### src/rtl/config_chain_loader_if.sv
// rtl/config_chain_loader_if.sv - host byte stream, readback and programming-chain signals of the loader
interface config_chain_loader_if;
    logic       start;
    logic [7:0] byte_in;
    logic       byte_valid;
    logic       byte_ready;
    logic       prog_in;
    logic       prog_clk;
    logic       prog_en;
    logic       prog_out;
    logic [7:0] rd_data;
    logic       rd_valid;
    logic       busy;
    logic       done;

    modport master (
        output start, byte_in, byte_valid, prog_out,
        input  byte_ready, prog_in, prog_clk, prog_en, rd_data, rd_valid, busy, done
    );

    modport slave (
        input  start, byte_in, byte_valid, prog_out,
        output byte_ready, prog_in, prog_clk, prog_en, rd_data, rd_valid, busy, done
    );
endinterface

### src/rtl/config_chain_loader.sv
// rtl/config_chain_loader.sv - byte-fed serial configuration chain loader with prog_out readback
module config_chain_loader #(
    parameter int CHAIN_LEN = 175,
    parameter int DIV       = 2
) (
    input  logic                clk,
    input  logic                rst_n,
    config_chain_loader_if.slave bus
);
    localparam int              BCW     = $clog2(CHAIN_LEN + 1);
    localparam logic [7:0]      PH_LAST = 8'(DIV - 1);
    localparam logic [BCW-1:0]  BC_LAST = BCW'(CHAIN_LEN);

    typedef enum logic [2:0] {IDLE, FETCH, LOW, HIGH, DONE} state_t;

    state_t         state, state_nxt;
    logic [7:0]     phase;
    logic [BCW-1:0] bit_count;
    logic [2:0]     bit_idx;
    logic [7:0]     shreg;
    logic [7:0]     rd_shift;
    logic           phase_end;
    logic           chain_full;
    logic           byte_end;

    assign phase_end  = (phase == PH_LAST);
    assign chain_full = (bit_count == BC_LAST);
    assign byte_end   = (bit_idx == 3'd7);

    always_ff @(posedge clk or negedge rst_n) begin
        if (!rst_n) state <= IDLE;
        else        state <= state_nxt;
    end

    always_comb begin
        state_nxt = state;
        case (state)
            IDLE:    if (bus.start) state_nxt = FETCH;
            FETCH:   if (bus.byte_valid) state_nxt = LOW;
            LOW:     if (phase_end) state_nxt = HIGH;
            HIGH: begin
                if (phase_end) begin
                    if (chain_full)    state_nxt = DONE;
                    else if (byte_end) state_nxt = FETCH;
                    else               state_nxt = LOW;
                end
            end
            DONE:    state_nxt = IDLE;
            default: state_nxt = IDLE;
        endcase
    end

    always_comb begin
        bus.byte_ready = 1'b0;
        bus.prog_clk   = 1'b0;
        bus.prog_en    = 1'b0;
        bus.busy       = 1'b0;
        bus.done       = 1'b0;
        case (state)
            FETCH: begin
                bus.byte_ready = 1'b1;
                bus.prog_en    = 1'b1;
                bus.busy       = 1'b1;
            end
            LOW: begin
                bus.prog_en = 1'b1;
                bus.busy    = 1'b1;
            end
            HIGH: begin
                bus.prog_clk = 1'b1;
                bus.prog_en  = 1'b1;
                bus.busy     = 1'b1;
            end
            DONE:    bus.done = 1'b1;
            default: ;
        endcase
    end

    // Datapath: prog_in only moves on entry to LOW, so the chain sees a stable bit across the whole period.
    always_ff @(posedge clk or negedge rst_n) begin
        if (!rst_n) begin
            phase        <= 8'd0;
            bit_count    <= '0;
            bit_idx      <= 3'd0;
            shreg        <= 8'd0;
            rd_shift     <= 8'd0;
            bus.prog_in  <= 1'b0;
            bus.rd_data  <= 8'd0;
            bus.rd_valid <= 1'b0;
        end else begin
            bus.rd_valid <= 1'b0;
            phase <= ((state == LOW || state == HIGH) && !phase_end) ? phase + 8'd1 : 8'd0;
            case (state)
                IDLE: begin
                    if (bus.start) begin
                        bit_count <= '0;
                        bit_idx   <= 3'd0;
                    end
                end
                FETCH: begin
                    if (bus.byte_valid) begin
                        shreg       <= bus.byte_in;
                        bus.prog_in <= bus.byte_in[0];
                        bit_idx     <= 3'd0;
                        rd_shift    <= 8'd0;
                    end
                end
                LOW: begin
                    // The bit about to fall off the chain end is captured just before the rising edge.
                    if (phase_end) begin
                        rd_shift[bit_idx] <= bus.prog_out;
                        bit_count         <= bit_count + BCW'(1);
                    end
                end
                HIGH: begin
                    if (phase_end) begin
                        if (chain_full || byte_end) begin
                            bus.rd_valid <= 1'b1;
                            bus.rd_data  <= rd_shift;
                        end else begin
                            bit_idx     <= bit_idx + 3'd1;
                            bus.prog_in <= shreg[bit_idx + 3'd1];
                        end
                    end
                end
                default: ;
            endcase
        end
    end
endmodule

### src/flat_wrapper.sv
// flat-port wrapper written by rule: the top's interface ports become plain ports
module config_chain_loader_flat 
#(
    parameter int CHAIN_LEN = 175,
    parameter int DIV       = 2
)
  (clk, rst_n, bus_start, bus_byte_in, bus_byte_valid, bus_prog_out, bus_byte_ready, bus_prog_in, bus_prog_clk, bus_prog_en, bus_rd_data, bus_rd_valid, bus_busy, bus_done);
  config_chain_loader_if bus_i ();
  input  logic clk;
  input  logic rst_n;
  input wire logic [$bits(bus_i.start)-1:0] bus_start;
  input wire logic [$bits(bus_i.byte_in)-1:0] bus_byte_in;
  input wire logic [$bits(bus_i.byte_valid)-1:0] bus_byte_valid;
  input wire logic [$bits(bus_i.prog_out)-1:0] bus_prog_out;
  output wire logic [$bits(bus_i.byte_ready)-1:0] bus_byte_ready;
  output wire logic [$bits(bus_i.prog_in)-1:0] bus_prog_in;
  output wire logic [$bits(bus_i.prog_clk)-1:0] bus_prog_clk;
  output wire logic [$bits(bus_i.prog_en)-1:0] bus_prog_en;
  output wire logic [$bits(bus_i.rd_data)-1:0] bus_rd_data;
  output wire logic [$bits(bus_i.rd_valid)-1:0] bus_rd_valid;
  output wire logic [$bits(bus_i.busy)-1:0] bus_busy;
  output wire logic [$bits(bus_i.done)-1:0] bus_done;
  assign bus_i.start = bus_start;
  assign bus_i.byte_in = bus_byte_in;
  assign bus_i.byte_valid = bus_byte_valid;
  assign bus_i.prog_out = bus_prog_out;
  assign bus_byte_ready = bus_i.byte_ready;
  assign bus_prog_in = bus_i.prog_in;
  assign bus_prog_clk = bus_i.prog_clk;
  assign bus_prog_en = bus_i.prog_en;
  assign bus_rd_data = bus_i.rd_data;
  assign bus_rd_valid = bus_i.rd_valid;
  assign bus_busy = bus_i.busy;
  assign bus_done = bus_i.done;
  config_chain_loader #(.CHAIN_LEN(CHAIN_LEN), .DIV(DIV)) u_core (.clk(clk), .rst_n(rst_n), .bus(bus_i));
endmodule
### config.mk
export PLATFORM = sky130hd
export DESIGN_NAME = config_chain_loader_flat
export DESIGN_NICKNAME = d
export VERILOG_FILES = /design/src/rtl/config_chain_loader_if.sv /design/src/rtl/config_chain_loader.sv /design/src/flat_wrapper.sv
export SDC_FILE = /design/constraint.sdc
export NUM_CORES = 1
export LEC_CHECK = 0
export CORE_MARGIN = 2
export CORE_UTILIZATION = 58
export CTS_BUF_LIST = sky130_fd_sc_hd__clkbuf_2
export CTS_CLUSTER_DIAMETER = 80
export DETAILED_ROUTE_END_ITERATION = 6
export PLACE_DENSITY = 0.8
export SKIP_LAST_GASP = 1
export SLEW_MARGIN = 20
export SYNTH_ARGS = -nofsm -noshare
export SYNTH_HDL_FRONTEND = slang
export SYNTH_SLANG_ARGS = --single-unit
export TNS_END_PERCENT = 50
### constraint.sdc
create_clock -name clk -period 2.25 [get_ports clk]
set_input_delay 0.225 -clock clk [delete_from_list [all_inputs] [get_ports clk]]
set_output_delay 0.225 -clock clk [all_outputs]
set_load 0.005 [all_outputs]
**Word-level counts from Yosys, hierarchy flattened**

Cells that the tools add are included.

- Register bits: 48
- Latch bits: 0
- Bits in writable memories: 0
- Memory bits (read-only): 0
- Input port bits: 13
- Logic and storage cells: 80
- Memories: 0

- Add/sub/neg operators: 3
- Multipliers: 0
- Divide/modulo/power cells: 0
- $lt $le $gt $ge: 3
- Equality and inequality tests: 12
- Shift operators: 0
- Multiplexer cells: 35
- Bitwise gates (word level): 0
- Reductions and logical operators: 18

Operators by type and width:

| operator | count |
|---|---|
| 8-bit 2-to-1 mux | 5 |
| 8-bit case mux with 2 select lines | 2 |
| 3-bit 2-to-1 mux | 9 |
| 8-bit by 1-bit adder with 8-bit output (second input constant) | 2 |
| 1-bit 2-to-1 mux | 12 |
| 3-bit case mux with 4 select lines | 1 |
| 3-bit case mux with 3 select lines | 1 |
| 3-bit AND reduction | 3 |
| 8-bit bitwise mux | 1 |
| 8-bit by 1-bit equality test with 1-bit output (second input constant) | 1 |
| 8-bit equality test (second input constant) | 1 |
| 3-bit by 4-bit less-than comparator with 1-bit output (second input constant) | 2 |
| 4-bit AND reduction | 2 |
| 3-bit by 2-bit equality test with 1-bit output (second input constant) | 2 |
| 3-bit equality test (second input constant) | 2 |
| 2-bit != test (second input constant) | 3 |
| 2-bit nonzero test | 3 |
| 5-bit AND reduction | 1 |
| 2-bit by 1-bit != test with 1-bit output (second input constant) | 2 |
| 3-bit by 1-bit adder with 3-bit output (second input constant) | 1 |
| 1-bit binary-select mux with 3-bit select | 1 |
| 1-bit demux with 3-bit select | 1 |
| 3-bit by 1-bit equality test with 1-bit output (second input constant) | 1 |
| 3-bit by 1-bit greater-or-equal comparator with 1-bit output (second input constant) | 1 |
| 9 further kinds | 11 |

**Depth between registers and ports, before layout**

Gate-level depths: netlist of the first run.

- Depth after elaboration: 7
- Mapped depth: 7
- Depth with buffers taken out: 6

**Worst setup path after synthesis of the first run**

OpenSTA, ideal clock, no wires.

- Kind: register to register
- Start point: register u_core.phase[4]
- End point: register u_core.bus.rd_data[0]
- Library setup time: 0.125 ns
- Arrival: 1.734 ns
- Required time: 2.125 ns
- Setup slack: 0.392 ns
- Stages on the path, launching flop included: 5
- Path buffers: 0
- Clock period less this slack: 1.858 ns
- Cells stage by stage: dfrtp_1 nor4_4 nand3_1 nor3_4 mux2_2

- Longest elaborated chain between the ends: 2

Ends and longest elaborated chain:

| item | line | source |
|---|---|---|
| from (decl) | config_chain_loader.sv:17 | `logic [7:0] phase;` |
| from (signal assigned) | config_chain_loader.sv:92 | `phase <= ((state == LOW \|\| state == HIGH) && !phase_end) ? phase + 8'd1 : 8'd0;` |
| 8-bit by 1-bit equality test with 1-bit output | config_chain_loader.sv:26 | `assign phase_end = (phase == PH_LAST);` |
| 3-bit AND reduction (no source line) | - |  |
| to (signal assigned) | config_chain_loader.sv:119 | `bus.rd_data <= rd_shift;` |
| to (decl) | config_chain_loader_if.sv:23 | `output byte_ready, prog_in, prog_clk, prog_en, rd_data, rd_valid, busy, done` |

Every way passes these cells.
A chain may end at the register's enable or synchronous reset.

**Final worst setup path of the first run**

- Start point: register u_core.state[2]
- End point: output bus_byte_ready

- Longest elaborated chain between the ends: 2

Ends and longest elaborated chain:

| item | line | source |
|---|---|---|
| from (decl) | config_chain_loader.sv:16 | `state_t state, state_nxt;` |
| from (signal assigned) | config_chain_loader.sv:32 | `else state <= state_nxt;` |
| 3-bit by 1-bit equality test with 1-bit output | config_chain_loader.sv:59 | `case (state)` |
| 1-bit 2-to-1 mux | config_chain_loader.sv:59 |  |
| to (decl) | flat_wrapper.sv:15 | `output wire logic [$bits(bus_i.byte_ready)-1:0] bus_byte_ready;` |

Every way passes these cells.

==> metrics.md, run 1 <==
| Metric | Value |
|---|---|
| Inst Count DP | `300` |
| Cell Area, Synth | `2409 um^2` |
| Syn avg cell area | `10.85 um^2` |
| LEAKAGE | `1.252 nW` |
| CP endpoint kind | `primary output` |
| Storage element area | `1204 um^2` |
| WS Path Type | `reg2out` |
| XOR/XNOR share of the synthesized area | `0.02182` |
| Synth area leader | `dfrtp_1` |
| Ports | `28` |
| Placed Instance Area | `approximately 2800 um^2` |
| Multi-input combinational cell area | `1129 um^2` |
| Final setup fails | `0` |
| Measured slew at the worst slew-check pin | `0.6408 ns` |
| Residual DRC | `0` |
| Buf/Inv on CP | `2` |
| Worst path slowest cell | `clkdlybuf4s50_1` |
| Deepest clock path buffer count | `2` |
| Drt wl/cell | `15.03 um` |
| Final clock skew | `0.02165 ns` |
| Die width | `68.44 um` |
| RSZ-0062 raised after global routing | `true` |
| First-pass GRT wire length | `7783 um` |
| Fmax | `460.6 MHz` |
| Final #Nets | `276` |
| Crit path DAT | `1.95 ns` |
| Peak VDD IR | `0.4930 mV` |
| HP Class | `in2async` |
| Area growth from synthesis to layout | `17.71%` |
| DRT Pass-1 Iters | `5` |
| Fin crit period | `2.171 ns` |
| Power per cell area | `839.0 nW/um^2` |
| Compound-Gate Fraction of Synth Area | `0.1434` |
| Power, Total | `roughly 2.4 mW` |
| Final std cells w/o fill | `309` |
| Number of hold violations in the final report | `0` |
| Startpoint types | `flop` |
| I/O Buffers | `27` |
| Post-layout util | `0.7088` |
| Root Buffer Master | `clkbuf_2` |
| Req. time, crit path | `roughly 2 ns` |
| Vias in the first global route | `1664` |
| CTS sink count | `48` |
| Vias after detailed routing | `1849` |
| Max-slew violations | `0` |
| Tcrit/Tclk final | `0.9650` |
| GP Congestion | `0.8743` |
| Async SR Flop Fraction | `1.000` |
| # Max-Cap Violations | `0` |
| Final Cell Area | `2835 um^2` |
| Ys Warns | `0` |
| Top-area cell type share of the netlist area | `0.4987` |
| Crit path largest cell delay | `0.53 ns` |
| Post-synthesis simple-gate area fraction | `0.1631` |
| Largest net degree at the start of global routing | `31` |
| Post-Route WL | `~4600 um` |
| Synth cell count leaders | `dfrtp_1 (48), mux2_2 (18), nor2_1 (15), o21ai_0 (15), a21oi_1 (12)` |
| Synth Flop Type | `dfrtp_1` |
| Row Count | `23` |
| CTS tree | `yes` |
| Core area | `approximately 4000 um^2` |
| Total CTS buffers | `5` |
| GRT Util Overall | `0.2240` |
| Top post-synthesis cells by area | `dfrtp_1 (50%), mux2_2 (8.4%), o21ai_0 (3.1%), ha_1 (2.6%), a21oi_1 (2.5%)` |
| CP delay by family, top | `buffers and inverters` |
| Outcome | `complete, no violations` |
| H-tree Lvls | `2` |
| Post-synth EDFFs | `0` |
| Fillers | `308` |
| Most common cell in the synthesized netlist | `dfrtp_1` |
| Relative slew slack | `0.5728` |
| Avg Vias per Cell | `5.984` |
| Die Area | `4684 um^2` |
| Adder-Cell Fraction of Synth Area | `0.02597` |
| Number of synthesized register bits | `between 40 and 50` |
| CP max FO | `9` |
| Initial antenna violation count | `0` |
| CP cell instances | `buf_4, nand2b_1, nor2_1, clkdlybuf4s50_1` |
| Post-CTS setup buffer count | `0` |
| Clock Pin Slew Worst Setup and Hold Paths | `~0.23 ns` |
| Final HPWL DP | `3355 um` |
| Seq/Total Area, Yosys | `0.4987` |
| Initial DRC count | `188` |
| Cells after Synth | `222` |
| Post-synthesis mux area share | `0.1143` |
| Worst skew pair latency | `approximately 0.43 ns` |
| Synth Net Count | `240` |
| Netlist cell types | `47` |
| Antenna viol nets, final | `0` |
| Share of cells above drive strength 1 | `0.1815` |
| Main combinational cell family by area after synthesis | `simple AND/OR/NAND/NOR gates` |
| Remaining global-route overflow | `0` |
| N_diodes | `0` |
| Initial Util | `0.6021` |
| Die H | `68.44 um` |
[path summary, 6_finish.rpt]
path	slack, ns	cells past startpoint	from	endpoint
min in group clk	0.40	2	bus_byte_in[5]	u_core.shreg[5]$_DFFE_PN0P_
hold / removal	0.33	2	rst_n	u_core.phase[3]$_DFF_PN0_
hold reg to reg	0.53	1	u_core.rd_shift[2]$_DFFE_PN0P_	u_core.bus.rd_data[2]$_DFFE_PN0P_
setup reg to reg	0.28	7	u_core.phase[1]$_DFF_PN0_	u_core.bit_count[6]$_DFFE_PN0P_
setup / recovery	0.08	4	u_core.state[2]$_DFFE_PN0P_	bus_byte_ready
max in group asynchronous	1.33	3	rst_n	u_core.bit_idx[2]$_DFFE_PN0P_
[metal layers]
| metal | track usage | up-vias | share of wire |
|---|---|---|---|
| li1 | - | 899 | - |
| met1 | 0.3140 | 891 | 0.46 |
| met2 | 0.3474 | 53 | 0.48 |
| met3 | 0.04934 | 6 | 0.046 |
| met4 | 0.06750 | 0 | 0.012 |
| met5 | 0 | - | 0 |
[what timing repair did]
item	CTS	global route
endpoints found under the hold margin	28	0
setup endpoints to repair	0	2
hold buffers	1	0
gates resized for setup	0	2
[state kept, by name, indices dropped and copies added, names as in the netlist]
register,flops
u_core.bus.rd_data,8
u_core.rd_shift,8
u_core.phase,8
u_core.bit_idx,3
u_core.bus.rd_valid,1
u_core.bit_count,8
u_core.shreg,8
u_core.bus.prog_in,1
u_core.state,3
[through the flow]
step / TNS [ns] / hold WS (ns) / setup slack [ns]
global route: -0.05231 / 0.3523 / -0.05231
detailed placement: 0 / 0.2881 / 0.3229
CTS: 0 / 0.3307 / 0.03349
finish: 0 / 0.3330 / 0.07879
global placement: 0 / 0.2908 / 0.3501
floorplan: 0 / -0.07059 / 0.3915
[placed cells by master (no fill, tap or decap), types with 2 or more instances in the layout]
| master | count |
|---|---|
| dfrtp_1 | 46 |
| clkdlybuf4s50_1 | 26 |
| mux2_2 | 18 |
| nor2_1 | 15 |
| o21ai_0 | 15 |
| buf_4 | 13 |
| a21oi_1 | 12 |
| nand3_1 | 9 |
| nand2_1 | 9 |
| inv_1 | 7 |
| o31ai_1 | 7 |
| clkbuf_2 | 6 |
| and3_1 | 5 |
| xor2_1 | 5 |
| mux2i_1 | 5 |
| or4_1 | 5 |
| o41ai_1 | 5 |
| ha_1 | 5 |
| a31oi_1 | 4 |
| and2_1 | 3 |
| nor2b_1 | 2 |
| nor3_1 | 2 |
| nand3b_1 | 2 |
| nor3b_1 | 2 |
| a22o_1 | 2 |
| nand4_1 | 2 |
| dfrtp_2 | 2 |
[power by group]
part | switching (mW) | internal, mW
sequential | 0.197 | 1.05
clock | 0.272 | 0.0775
combinational | 0.389 | 0.397
[cell families (layout without fill, tap and decap cells)]
group,Yosys count,count (layout)
fa+ha+maj,5,5
mux,24,24
compound gates,54,54
buf+inv,19,56
flops,48,48
simple gates,66,66
xor+xnor,6,6
[cell type report]
cell class	count	share of cell area
Tap cell	50	0.02207
Multi-Input combinational cell	155	0.3981
Inverter	7	0.009267
Sequential cell	48	0.4245
Clock buffer	6	0.01059
Clock inverter	2	0.003972
Timing Repair Buffer	41	0.1315
(Power assumes the default switching activity.)
==> inputs of run 2 (changes only) <==
Settings changed: ABC_AREA from default to 0, CORE_UTILIZATION 58 to 56, PLACE_DENSITY 0.8 to 0.78.
==> run 2 against run 1 <==
Clock-buffer cell count decreased by 1. Largest power group unchanged. Worst hold slack worse by 0.062 ns. Power is 5.2% higher. Largest cell class unchanged. Sequential power hardly changed. Wire length is 2.2% higher. Critical path depth stayed put.
==> metrics.md, run 2 (synthesized netlist as in run 1, its figures left out) <==
| Metric | Value |
|---|---|
| Outcome | `complete, no violations (unchanged)` |
| RSZ-0062 raised after global routing | `false (was true)` |
| Post-Route WL | `4744 um (was 4644 um)` |
| First-pass GRT wire length | `8411 um (was 7783 um)` |
| Area growth from synthesis to layout | `18.75% (was 17.71%)` |
| CP endpoint kind | `primary output (unchanged)` |
| Tcrit/Tclk final | `0.9549 (was 0.9650)` |
| Placed Instance Area | `2779 um^2 (was 2781 um^2)` |
| Relative slew slack | `0.6285 (was 0.5728)` |
| Drt wl/cell | `15.45 um (was 15.03 um)` |
| Fin crit period | `2.148 ns (was 2.171 ns)` |
| Worst skew pair latency | `0.43 ns (about the same)` |
| Reg2reg start | `u_core.bit_count[0]$_DFFE_PN0P_ (was u_core.phase[1]$_DFF_PN0_)` |
| GRT Util Overall | `0.2143 (was 0.2240)` |
| Largest net degree at the start of global routing | `26 (was 31)` |
| Final clock skew | `0.02886 ns (was 0.02165 ns)` |
| Initial Util | `0.5936 (was 0.6021)` |
| Req. time, crit path | `2.03 ns (about the same)` |
| I/O Buffers | `27 (unchanged)` |
| WS Path Type | `reg2out (unchanged)` |
| Total CTS buffers | `5 (unchanged)` |
| Vias in the first global route | `1874 (was 1664)` |
| Peak VDD IR | `0.5793 mV (was 0.4930 mV)` |
| Power per cell area | `874.7 nW/um^2 (was 839.0 nW/um^2)` |
| Fillers | `300 (was 308)` |
| Pre-CTS setup slack | `0.3290 ns (was 0.3229 ns)` |
| Post-layout util | `0.7049 (was 0.7088)` |
| Crit path DAT | `1.92 ns (was 1.95 ns)` |
| Ports | `28 (unchanged)` |
| Final #Nets | `274 (was 276)` |
| HP Class | `in2async (unchanged)` |
| Residual DRC | `0 (unchanged)` |
| Clock Pin Slew Worst Setup and Hold Paths | `0.25 ns (was 0.23 ns)` |
| Remaining global-route overflow | `0 (unchanged)` |
| Die Area | `4841 um^2 (was 4684 um^2)` |
| Die H | `69.58 um (was 68.44 um)` |
| Min setup slack post-route | `0.1015 ns (was 0.07879 ns)` |
| Number of hold violations in the final report | `0 (unchanged)` |
| LEAKAGE | `1.259 nW (was 1.252 nW)` |
| H-tree Lvls | `2 (unchanged)` |
| Vias after detailed routing | `1860 (was 1849)` |
| Worst hold slack | `0.2706 ns (was 0.3330 ns)` |
| Antenna viol nets, final | `0 (unchanged)` |
| Fmax | `465.4 MHz (was 460.6 MHz)` |
| Startpoint types | `flop (unchanged)` |
| Share of cells above drive strength 1 | `0.1829 (was 0.1815)` |
| R2R cell count | `5 (was 7)` |
| Setup_tns | `0 ns (unchanged)` |
| Commonest non-fill, non-tap cell in the layout | `dfrtp_1 (unchanged)` |
| Row Count | `23 (unchanged)` |
| Root Buffer Master | `clkbuf_2 (unchanged)` |
| # Max-Cap Violations | `0 (unchanged)` |
| RR Endpoint | `u_core.bit_idx[0]$_DFFE_PN0P_ (was u_core.bit_count[6]$_DFFE_PN0P_)` |
| Commonest cells after routing, fill and taps aside | `dfrtp_1 (45), clkdlybuf4s50_1 (26), mux2_2 (18) (was dfrtp_1 (46), clkdlybuf4s50_1 (26), mux2_2 (18))` |
| Core area | `4058 um^2 (was 4000 um^2)` |
| CTS tree | `yes (unchanged)` |
| Die width | `69.58 um (was 68.44 um)` |
| Final setup fails | `0 (unchanged)` |
| Initial DRC count | `100 (was 188)` |
| Final Cell Area | `2860 um^2 (was 2835 um^2)` |
| Avg Vias per Cell | `6.059 (was 5.984)` |
| Max-slew violations | `0 (unchanged)` |
| Measured slew at the worst slew-check pin | `0.5573 ns (was 0.6408 ns)` |
| DRT Pass-1 Iters | `4 (was 5)` |
| GP Congestion | `0.8797 (was 0.8743)` |
| CTS sink count | `48 (unchanged)` |
| R2R Setup Slk | `0.22 ns (was 0.28 ns)` |
| Initial antenna violation count | `0 (unchanged)` |
| N_diodes | `0 (unchanged)` |
| Deepest clock path buffer count | `2 (unchanged)` |
| CP max FO | `15 (was 9)` |
| Final HPWL DP | `3371 um (was 3355 um)` |
[run 2: stage by stage]
step / std cells / power, mW
after detailed placement: 298 / 2.043
after global routing: 307 / 2.670
after CTS: 307 / 2.507
final: 307 / 2.502
after floorplan: 222 / 1.775
after global placement: 298 / 2.015
[run 2: worst max path at each step]
stage                                           start                                 to  slack, ns
final                     u_core.state[2]$_DFFE_PN0P_                       bus_prog_clk       0.10
after global routing      u_core.state[2]$_DFFE_PN0P_                       bus_prog_clk      0.007
after CTS                 u_core.state[2]$_DFFE_PN0P_                       bus_prog_clk      0.007
after detailed placement    u_core.phase[1]$_DFF_PN0_    u_core.bit_count[3]$_DFFE_PN0P_       0.33
after global placement      u_core.phase[0]$_DFF_PN0_     u_core.bus.prog_in$_DFFE_PN0P_       0.35
after floorplan             u_core.phase[4]$_DFF_PN0_  u_core.bus.rd_data[0]$_DFFE_PN0P_       0.39
[run 2: timing repair]
item	in CTS	in global routing
endpoints found under the hold margin	23	0
buffers inserted	0	0
setup endpoints to repair	0	4
hold buffers	1	0
gates resized for setup	0	3
[run 2: where the power goes]
group          total (mW)  internal [mW]  switching, mW
clock               0.466          0.185          0.281
combinational       0.786          0.400          0.386
sequential           1.25           1.05          0.204
total                2.50           1.63          0.871
[run 2: routing by layer]
layer	wire length, um	track usage	share of wire	vias to the layer above
met3	183	0.04360	0.039	12
met2	2256	0.3451	0.48	45
met1	2197	0.2861	0.46	910
met4	106	0.08279	0.022	0
li1	-	-	-	893
met5	0	0	0	-
[run 2: final cells by class]
| cell class | instances | area, um^2 | share of cell area |
|---|---|---|---|
| flip-flops and latches | 48 | 1205 | 0.4213 |
| inverters | 7 | 26.28 | 0.009186 |
| clock inverters | 3 | 42.54 | 0.01487 |
| clock buffers | 5 | 25.02 | 0.008749 |
| repair buffers | 39 | 370.4 | 0.1295 |
| well taps | 50 | 62.56 | 0.02187 |
| multi-input cells | 155 | 1129 | 0.3946 |
[run 2: critical path: stages (launching register included)]
cell             delay [ns]
dfrtp_2                0.56
nand3b_1               0.21
buf_4                  0.18
inv_1                  0.07
clkdlybuf4s50_1        0.49
==> inputs of run 3 (changes only) <==
Settings changed: MAX_ROUTING_LAYER from default to met4.
==> run 3 against run 2 <==
First-iteration DRC count fell by 3.0%. Utilization unchanged. Sequential share of layout area did not move. Power is essentially flat. Largest power group unchanged. Register-to-register slack is essentially flat. Via count down 1.2%.
==> metrics.md, run 3 (synthesized netlist as in run 1, its figures left out) <==
| Metric | Value |
|---|---|
| Sw power | `868.5 uW (was 871.2 uW)` |
| CTS tree | `yes (unchanged)` |
| Final Cell Area | `2860 um^2 (unchanged)` |
| RR Endpoint | `u_core.bit_idx[0]$_DFFE_PN0P_ (unchanged)` |
| Commonest non-fill, non-tap cell in the layout | `dfrtp_1 (unchanged)` |
| Residual DRC | `0 (unchanged)` |
| Power per cell area | `873.8 nW/um^2 (was 874.7 nW/um^2)` |
| Worst skew pair latency | `0.42 ns (was 0.43 ns)` |
| Tcrit/Tclk final | `0.9500 (was 0.9549)` |
| Largest net degree at the start of global routing | `26 (unchanged)` |
| Outcome | `complete, no violations (unchanged)` |
| Post-layout util | `0.7049 (unchanged)` |
| Root Buffer Master | `clkbuf_2 (unchanged)` |
| Logic gate share of total power | `0.315 (was 0.314)` |
| Peak VDD IR | `0.5798 mV (was 0.5793 mV)` |
| Initial DRC count | `97 (was 100)` |
| Clock power frac | `0.184 (was 0.186)` |
| Deepest clock path buffer count | `2 (unchanged)` |
| Sw Ratio | `0.3475 (was 0.3482)` |
| Die Area | `4841 um^2 (unchanged)` |
| Final HPWL DP | `3371 um (unchanged)` |
| H-tree Lvls | `2 (unchanged)` |
| Drt wl/cell | `15.47 um (was 15.45 um)` |
| DRT Pass-1 Iters | `4 (unchanged)` |
| LEAKAGE | `1.259 nW (unchanged)` |
| Core area | `4058 um^2 (unchanged)` |
| Post-CTS setup buffer count | `0 (unchanged)` |
| I/O Buffers | `27 (unchanged)` |
| Initial antenna violation count | `0 (unchanged)` |
| First-pass GRT wire length | `8438 um (was 8411 um)` |
| Clock Pin Slew Worst Setup and Hold Paths | `0.24 ns (was 0.25 ns)` |
| R2R cell count | `5 (unchanged)` |
| # Max-Cap Violations | `0 (unchanged)` |
| M1 WL | `2169 um (was 2197 um)` |
| WL met3 | `195 um (was 183 um)` |
| N_diodes | `0 (unchanged)` |
| Ports | `28 (unchanged)` |
| GP Congestion | `0.8943 (was 0.8797)` |
| RSZ-0062 raised after global routing | `false (unchanged)` |
| Die H | `69.58 um (unchanged)` |
| Fmax | `467.8 MHz (was 465.4 MHz)` |
| Row Count | `23 (unchanged)` |
| GRT Util Overall | `0.2211 (was 0.2143)` |
| Max-slew violations | `0 (unchanged)` |
| CP endpoint kind | `primary output (unchanged)` |
| CTS sink count | `48 (unchanged)` |
| Die width | `69.58 um (unchanged)` |
| Total CTS buffers | `5 (unchanged)` |
| Req. time, crit path | `2.03 ns (about the same)` |
| Final clock skew | `0.02411 ns (was 0.02886 ns)` |
| Wire length on met2 | `2289 um (was 2256 um)` |
| Startpoint types | `flop (unchanged)` |
| Setup_tns | `0 ns (unchanged)` |
| Internal power | `1.631 mW (about the same)` |
| Antenna viol nets, final | `0 (unchanged)` |
| Initial Util | `0.5936 (unchanged)` |
| Share of cells above drive strength 1 | `0.1829 (unchanged)` |
| Crit path DAT | `1.91 ns (was 1.92 ns)` |
| Final #Nets | `274 (unchanged)` |
| Vias after detailed routing | `1838 (was 1860)` |
| Power, Total | `2.499 mW (was 2.502 mW)` |
| WS Path Type | `reg2out (unchanged)` |
| Reg2reg start | `u_core.bit_count[0]$_DFFE_PN0P_ (unchanged)` |
| Final setup fails | `0 (unchanged)` |
| Measured slew at the worst slew-check pin | `0.5634 ns (was 0.5573 ns)` |
| Commonest cells after routing, fill and taps aside | `dfrtp_1 (45), clkdlybuf4s50_1 (26), mux2_2 (18) (unchanged)` |
| Area growth from synthesis to layout | `18.75% (unchanged)` |
| Relative slew slack | `0.6244 (was 0.6285)` |
| Number of hold violations in the final report | `0 (unchanged)` |
| Post-Route WL | `4750 um (was 4744 um)` |
| Fin crit period | `2.137 ns (was 2.148 ns)` |
| CP max FO | `15 (unchanged)` |
| Sequential share of power | `0.501 (was 0.500)` |
| Remaining global-route overflow | `0 (unchanged)` |
| Placed Instance Area | `2779 um^2 (unchanged)` |
| DR top layer | `met4 (unchanged)` |
| R2R Setup Slk | `0.23 ns (was 0.22 ns)` |
| Vias in the first global route | `1866 (was 1874)` |
| Avg Vias per Cell | `5.987 (was 6.059)` |
| Worst hold slack | `0.2799 ns (was 0.2706 ns)` |
| HP Class | `in2async (unchanged)` |
## run 3: how the worst max path moves through the flow
stage / startpoint / end / slack [ns] / cells after the start
after floorplan: u_core.phase[4]$_DFF_PN0_ / u_core.bus.rd_data[0]$_DFFE_PN0P_ / 0.39 / 4
after global placement: u_core.phase[0]$_DFF_PN0_ / u_core.bus.prog_in$_DFFE_PN0P_ / 0.35 / 5
after detailed placement: u_core.phase[1]$_DFF_PN0_ / u_core.bit_count[3]$_DFFE_PN0P_ / 0.33 / 7
after CTS: u_core.state[2]$_DFFE_PN0P_ / bus_prog_clk / 0.007 / 4
after global routing: u_core.state[2]$_DFFE_PN0P_ / bus_prog_clk / 0.006 / 4
final: u_core.state[2]$_DFFE_PN0P_ / bus_prog_clk / 0.11 / 4
## run 3: area by class of cell
class	instances	area, um^2
flip-flops and latches	48	1205
fillers	300	1197
multi-input cells	155	1129
repair buffers	39	370.4
well taps	50	62.56
clock inverters	3	42.54
inverters	7	26.28
clock buffers	5	25.02
## run 3: per-layer routing
metal / vias up / track usage
met5: - / -
met4: 0 / 0.08279
met3: 10 / 0.04360
met2: 45 / 0.3440
met1: 889 / 0.2890
li1: 894 / -
## run 3: power by group through the flow
stage	sequential, mW	clock (mW)	combinational (mW)
finish	1.25	0.461	0.786
global route	1.27	0.508	0.888
CTS	1.24	0.477	0.787
detailed placement	1.26	0	0.785
global placement	1.25	0	0.764
floorplan	1.19	0	0.585
## run 3: stage by stage
step | std cells | setup WS, ns
final | 307 | 0.1125
after global routing | 307 | 0.005725
after CTS | 307 | 0.007015
after detailed placement | 298 | 0.3290
after global placement | 298 | 0.3488
after floorplan | 222 | 0.3915
## run 3: timing repair
item	CTS	global route
hold endpoints to repair	23	0
endpoints found under the setup margin	0	4
hold buffers	1	0
resized for setup	0	3
## run 3: worst max-delay path: stages (launching register included)
cell and delay, ns:
dfrtp_2 0.55, nand3b_1 0.21, buf_4 0.18, inv_1 0.07, clkdlybuf4s50_1 0.49
